$ cat config.mk
export PLATFORM = sky130hd
export DESIGN_NAME = gen_demux_9_1_collect
export DESIGN_NICKNAME = d
export VERILOG_FILES = /design/src/rtl/gen_demux_9_1_collect.sv
export SDC_FILE = /design/constraint.sdc
export NUM_CORES = 1
export LEC_CHECK = 0
export ABC_AREA = 1
export CAP_MARGIN = 20
export CORE_ASPECT_RATIO = 1.1
export CORE_UTILIZATION = 40
export DETAILED_ROUTE_END_ITERATION = 10
export MAX_ROUTING_LAYER = met4
export PLACE_DENSITY = 0.68
export SLEW_MARGIN = 20
export SYNTH_ARGS = -nofsm -noshare
export SYNTH_HDL_FRONTEND = slang
export SYNTH_SLANG_ARGS = --single-unit
$ cat constraint.sdc
create_clock -name SYS_CLK -period 2.37 [get_ports SYS_CLK]
set_input_delay 0.474 -clock SYS_CLK [delete_from_list [all_inputs] [get_ports SYS_CLK]]
set_output_delay 0.474 -clock SYS_CLK [all_outputs]
set_load 0.02 [all_outputs]
$ cat src/rtl/gen_demux_9_1_collect.sv
// ----------------------------------------------------------------------------
// gen_demux_9_1_collect
//
// Receive side of the 1-of-9 register-select path. Serial samples arrive, each
// tagged with a register number 0..8, and are scattered into a 9-entry window
// bank. When all 9 entries have been written the bank is presented as a 3x3
// window and held until downstream takes it.
//
// Ports
//   SYS_CLK        in   1      system clock, rising edge
//   SYS_NRST       in   1      synchronous reset, active-low
//   IN_VALID       in   1      IN_DATA / IN_REGNUM_SEL valid
//   IN_READY       out  1      block can accept a beat (high while collecting)
//   IN_DATA        in   DW     sample
//   IN_REGNUM_SEL  in   4      target register number, legal 0..8
//   WIN_VALID      out  1      WIN_DATA holds a complete window
//   WIN_READY      in   1      downstream accepts the window
//   WIN_DATA       out  9*DW   entry k at WIN_DATA[k*DW +: DW]
//   WIN_CNT        out  CNT_W  windows delivered, wraps
//   ERR_SEL        out  1      sticky: illegal, duplicate or out-of-order select
//
// Build option
//   GEN_DEMUX_9_1_SEQCHK_EN  when defined, selects must arrive strictly in
//                            order 0..8; any other select is consumed, dropped
//                            and flagged. When undefined, any order is taken.
// ----------------------------------------------------------------------------
module gen_demux_9_1_collect #(
  parameter int unsigned DW    = 8,
  parameter int unsigned CNT_W = 16
) (
  input  logic              SYS_CLK,
  input  logic              SYS_NRST,
  input  logic              IN_VALID,
  output logic              IN_READY,
  input  logic [DW-1:0]     IN_DATA,
  input  logic [3:0]        IN_REGNUM_SEL,
  output logic              WIN_VALID,
  input  logic              WIN_READY,
  output logic [9*DW-1:0]   WIN_DATA,
  output logic [CNT_W-1:0]  WIN_CNT,
  output logic              ERR_SEL
);

  localparam int unsigned NumRegs = 9;
  localparam logic [NumRegs-1:0] FullMask = 9'h1FF;

  localparam logic [0:0] StCollect = 1'b0;
  localparam logic [0:0] StHold    = 1'b1;

  logic [0:0]         state_q, state_d;
  logic [NumRegs-1:0] mask_q, mask_d;
  logic [DW-1:0]      bank_q [NumRegs];
  logic [DW-1:0]      bank_d [NumRegs];
  logic [CNT_W-1:0]   cnt_q, cnt_d;
  logic               err_q, err_d;

  logic               accept;
  logic               sel_legal;
  logic               take;
  logic               dup;
  logic [NumRegs-1:0] sel_onehot;

  // Decode the select; illegal values (9..15) give an all-zero vector.
  always_comb begin
    sel_onehot = '0;
    for (int unsigned k = 0; k < NumRegs; k++) begin
      if (IN_REGNUM_SEL == 4'(k)) begin
        sel_onehot[k] = 1'b1;
      end
    end
  end

  assign sel_legal = (IN_REGNUM_SEL <= 4'd8);
  assign accept    = IN_VALID & IN_READY;
  assign dup       = |(mask_q & sel_onehot);

`ifdef GEN_DEMUX_9_1_SEQCHK_EN
  // Index of the next register the strict-order checker will take.
  logic [3:0] exp_q, exp_d;

  assign take = accept & sel_legal & (IN_REGNUM_SEL == exp_q);

  always_comb begin
    exp_d = exp_q;
    if (take) begin
      exp_d = exp_q + 4'd1;
    end else if ((state_q == StHold) && WIN_READY) begin
      exp_d = 4'd0;
    end
  end

  always_ff @(posedge SYS_CLK) begin
    if (!SYS_NRST) begin
      exp_q <= 4'd0;
    end else begin
      exp_q <= exp_d;
    end
  end
`else
  assign take = accept & sel_legal;
`endif

  // Any consumed beat that is not taken is an error, as is overwriting an
  // entry already filled in the current window. Neither stalls the stream.
  assign err_d = err_q | (accept & ~take) | (take & dup);

  always_comb begin
    state_d = state_q;
    mask_d  = mask_q;
    bank_d  = bank_q;
    cnt_d   = cnt_q;
    unique case (state_q)
      StCollect: begin
        if (take) begin
          for (int unsigned k = 0; k < NumRegs; k++) begin
            if (sel_onehot[k]) begin
              bank_d[k] = IN_DATA;
            end
          end
          mask_d = mask_q | sel_onehot;
          if (mask_d == FullMask) begin
            state_d = StHold;
          end
        end
      end
      StHold: begin
        // Bank is left as-is; the next window overwrites it entry by entry.
        if (WIN_READY) begin
          mask_d  = '0;
          cnt_d   = cnt_q + CNT_W'(1);
          state_d = StCollect;
        end
      end
    endcase
  end

  always_ff @(posedge SYS_CLK) begin
    if (!SYS_NRST) begin
      state_q <= StCollect;
      mask_q  <= '0;
      cnt_q   <= '0;
      err_q   <= 1'b0;
      for (int unsigned k = 0; k < NumRegs; k++) begin
        bank_q[k] <= '0;
      end
    end else begin
      state_q <= state_d;
      mask_q  <= mask_d;
      cnt_q   <= cnt_d;
      err_q   <= err_d;
      for (int unsigned k = 0; k < NumRegs; k++) begin
        bank_q[k] <= bank_d[k];
      end
    end
  end

  assign IN_READY  = (state_q == StCollect);
  assign WIN_VALID = (state_q == StHold);
  assign WIN_CNT   = cnt_q;
  assign ERR_SEL   = err_q;

  always_comb begin
    WIN_DATA = '0;
    for (int unsigned k = 0; k < NumRegs; k++) begin
      WIN_DATA[k*DW +: DW] = bank_q[k];
    end
  end

  // Handshake sanity.
  a_one_side: assert property (@(posedge SYS_CLK) disable iff (!SYS_NRST)
    !(IN_READY && WIN_VALID));
  a_hold_stable: assert property (@(posedge SYS_CLK) disable iff (!SYS_NRST)
    (WIN_VALID && !WIN_READY) |=> (WIN_VALID && $stable(WIN_DATA)));

endmodule

Word level (Yosys, flattened, before mapping)
Cells that the tools add are included.

cells by class
  reductions and logical operators = 13
  $add $sub $neg = 1
  $lt $le $gt $ge = 1
  eq/ne operators = 11
  bitwise logic cells = 10
  multiplexer cells = 16

operators with widths
  operator                 number
  $reduce_and A3 Y1        9
  $mux W9                  2
  $pmux W9 S2              1
  $add A16 B1 Y16 const B  1
  $eq A4 B3 Y1 const B     4
  $mux W1                  12
  $and A9 B9 Y9            1
  $eq A9 B9 Y1 const B     1
  $or A9 B9 Y9             1
  $reduce_or A9 Y1         1
  $eq A4 B2 Y1 const B     2
  $and A1 B1 Y1            4
  $eq A4 B1 Y1 const B     1
  $eq A4 B4 Y1 const B     1
  $le A4 B4 Y1 const B     1
  $logic_not A4 Y1         1
  $reduce_and A2 Y1        2
  $ne A2 B1 Y1 const B     1
  $ne A2 B2 Y1 const B     1
  $not A1 Y1               2
  $or A1 B1 Y1             2
  $pmux W1 S2              1

word-level totals
  word-level logic and storage cells = 65
  output and inout port bits = 91
  register bits after elaboration = 99

Longest topological paths before layout
  depth after elaboration = 7
  mapped depth = 9

Worst setup path after synthesis
No wires, ideal clock.

  path type = reg2reg
  start = register cnt_q[0] (netlist: WIN_CNT[0])
  end = register cnt_q[14] (netlist: WIN_CNT[14])
  cell stages (with the launch flop) = 9
  path buffers = 0
  data arrival time = 1.458 ns
  required time = 2.253 ns
  path slack = 0.795 ns
  cells stage by stage = dfxtp_1 -> ha_1 -> nand2_1 -> nor2_1 -> nand2_1 -> nor2_1 -> nand3_1 -> o21ai_0 -> nor2_1

between the ends
  word-level cells in the longest chain between the ends = 1

ends and longest elaborated chain
  item                    RTL line  RTL
  from (decl)             54        logic [CNT_W-1:0] cnt_q, cnt_d;
  from (signal assigned)  149       cnt_q <= cnt_d;
  $add A16 B1 Y16         130       cnt_d = cnt_q + CNT_W'(1);

Every way passes these cells.
A chain may end at the register's enable or synchronous reset.

Worst setup path in the final report
  start = register cnt_q[3] (netlist: WIN_CNT[3])
  end = output WIN_CNT[3]

RTL lines
  item       RTL line  RTL
  to (decl)  40        output logic [CNT_W-1:0] WIN_CNT,

No word-level cell between the ends.

==> key figures <==
Drt
  – Vias: 3647
  – DRC viols: 0
  – DRT iter0 DRCs: 217
  – Drt pass-1 iters: 4
  – Total Wirelength: 9930 um
  – Wire per inst: 13.1 um
  – Detail Route Antenna Nets: 0
  – Vias/cell: between 4 and 5

Setup path
  – Buffers and inverters on the worst path: 1
  – Start of the worst register-to-register path: WIN_CNT[0]
  – CP max-delay cell: clkdlybuf4s50_1
  – Critical path's top delay family: buffers and inverters
  – WP data required: 1.90 ns
  – Crit path capture type: output pin
  – CP Launch Type: flop
  – Largest stage delay on the critical path: 0.63 ns
  – Critical Path End: WIN_CNT[3]
  – CP Launch Point: WIN_CNT[3]
  – Critical path cell sequence: clkdlybuf4s50_1
  – RR Endpoint: WIN_CNT[12]
  – Reg2Reg Depth: 9
  – Crit path max fanout: 5
  – CP Class: flop to output pin
  – Flop-to-flop setup slack: 0.83 ns
  – Critical Path Stages: 1
  – Arrival time at the worst endpoint: 1.41 ns

Clocking
  – Clock network latency to the later pin of the worst-skew pair: approximately 0.37 ns
  – CTS tree: done
  – Gates resized, CTS repair: 0
  – Root buffer cell: clkbuf_8
  – CTS H-tree lvls: 3
  – Postcts setup bufs: 0
  – Clock slew at reported path FFs: 0.10 ns
  – CTS Sinks: 99
  – CTS Hold Buffers Added: 0
  – Clock buffer depth: 2
  – Total CTS buffers: 9

GRT
  – Largest net degree at the start of global routing: between 40 and 50
  – Gr ovfl total: 0
  – Initial antenna violation count: 0
  – GRT Total Usage: between 20 and 25%
  – Vias in the first global route: 3305
  – First-pass GRT wire length: 15900 um

Yosys
  – Synth top area cells: dfxtp_1, a21oi_1, o21ai_0
  – Syn Nets: 544
  – Synth async-reset ratio: 0%
  – Cell Area, Synth: between 3000 and 4000 um^2
  – Most frequent cells after synthesis: dfxtp_1, inv_1, a21oi_1, o21ai_0, nand2_1
  – EDFF count, synth: 0
  – Gate Count Post-Synth: 527
  – Post-synth cell types: 25
  – Cell taking the most area after synthesis: dfxtp_1
  – Synth top area share: 50.5%
  – Yosys reg bits: approximately 100
  – Sequential share of the synthesized area: ~51%
  – Syn Area/Cell: 7.45 um^2
  – Synth Flop Type: dfxtp_1
  – Most repeated cell in the gate-level netlist after synthesis: dfxtp_1
  – Synth warnings: 0

Floorplan
  – Die footprint: 10200 um^2
  – Site row count: 37
  – CORE AREA: ~9400 um^2
  – I/O pin cnt: 107
  – Initial Utilization: approximately two fifths
  – Die Width: 96.4 um
  – Die Ht: 106 um

Timing
  – Final setup violating endpoints: 0
  – Setup TNS: 0 ns
  – RSZ-0062 raised after global routing: false
  – Max Clk Rate: 0.531 GHz
  – Slew headroom: 63.8%
  – Worst Tran Pin Value: 0.540 ns
  – Fin crit period: approximately 1.9 ns
  – Slew Viols, Final: 0
  – Final Hold Viols: 0
  – Period utilization: 79.4%
  – Layout Skew: about 0.0086 ns

Run status
  – Outcome: completed

Final layout
  – Multi-input gate area: 1490 um^2
  – Register area: 1980 um^2
  – Diodes inserted: 0
  – Finished Core Util: a little under three fifths
  – NumNets Final: roughly 650
  – # fillers: 923
  – Design area: around 5300 um^2
  – Area Overhead vs Synth: 36.0%
  – Layout cells sized above 1: 6.07%

Placed design
  – Routability cong.: approximately 0.84
  – Hpwl dp: 7100 um
  – Placed instance area: 5140 um^2
  – PortBufs: 106

Worst hold path
  – Hold Path Class: flop to flop
  – Worst hold path startpoint: WIN_DATA[39]

Power
  – Cell area power density: roughly 570 nW/um^2
  – Worst IR Drop VDD: between 300 and 400 uV
  – Leak pwr: 1.94 nW

Run
  – Total of max-cap violations: 0
==> logic make-up after synthesis <==
kind of cell,after synthesis,share of synthesized area (%)
fa+ha+maj,1,0.319
xor+xnor,2,0.447
compound gates,168,21.9
flops,99,50.5
simple gates,140,15.3
buf+inv,117,11.6
==> report_power, final <==
part	switching [mW]	internal [mW]
clock	0.623	0.433
combinational	0.156	0.101
sequential	0.0145	1.69
==> state kept, by name, indices dropped and copies added, names as in the netlist <==
register and count:
WIN_CNT 16, mask_q 9, ERR_SEL 1, WIN_VALID 1
WIN_DATA 72
==> layout by cell type (no fill, tap or decap), types with 3 or more instances in the layout <==
cell type,instances
o21ai_0,71
nand2_1,61
nand3_2,3
dfxtp_1,99
inv_1,94
clkbuf_8,10
nor3_1,6
a21oi_1,86
o21ai_1,7
clkdlybuf4s50_1,105
nor2_1,46
buf_4,15
nand3_1,18
==> layout make-up <==
type,instances,share of cell area (%)
flip-flops and latches,99,37.1
multi-input cells,311,27.9
repair buffers,121,21.9
inverters,95,6.68
well taps,117,2.74
clock buffers,10,2.58
clock inverters,6,1.06
==> how the worst min path moves through the flow <==
stage              endpoint  slack [ns]  cells past startpoint
3_3_place_gp   WIN_DATA[55]        0.43                      2
5_1_grt        WIN_DATA[19]        0.47                      2
6_report       WIN_DATA[39]        0.45                      2
2_1_floorplan     mask_q[8]        0.44                      2
3_5_place_dp   WIN_DATA[39]        0.44                      2
4_1_cts        WIN_DATA[39]        0.45                      2
==> through the flow <==
step / total power, mW / worst slack, ns / hold slack, ns / instances
floorplan: 1.87 / 0.795 / 0.441 / 527
global placement: 2.00 / 0.168 / 0.431 / 743
detailed placement: 2.00 / 0.113 / 0.437 / 743
CTS: 3.05 / 0.473 / 0.452 / 759
global route: 3.14 / 0.293 / 0.470 / 759
finish: 3.02 / 0.488 / 0.449 / 759
==> layer usage <==
metal  vias to the layer above  GRT usage (%)  wire length, um
li1                       1907              -                -
met1                      1627           27.6             4710
met2                       103           32.3             4540
met3                        10           2.53              566
met4                         0           6.51              109
met5                         -              -                0
No activity file was read; power rests on OpenSTA's default activity.
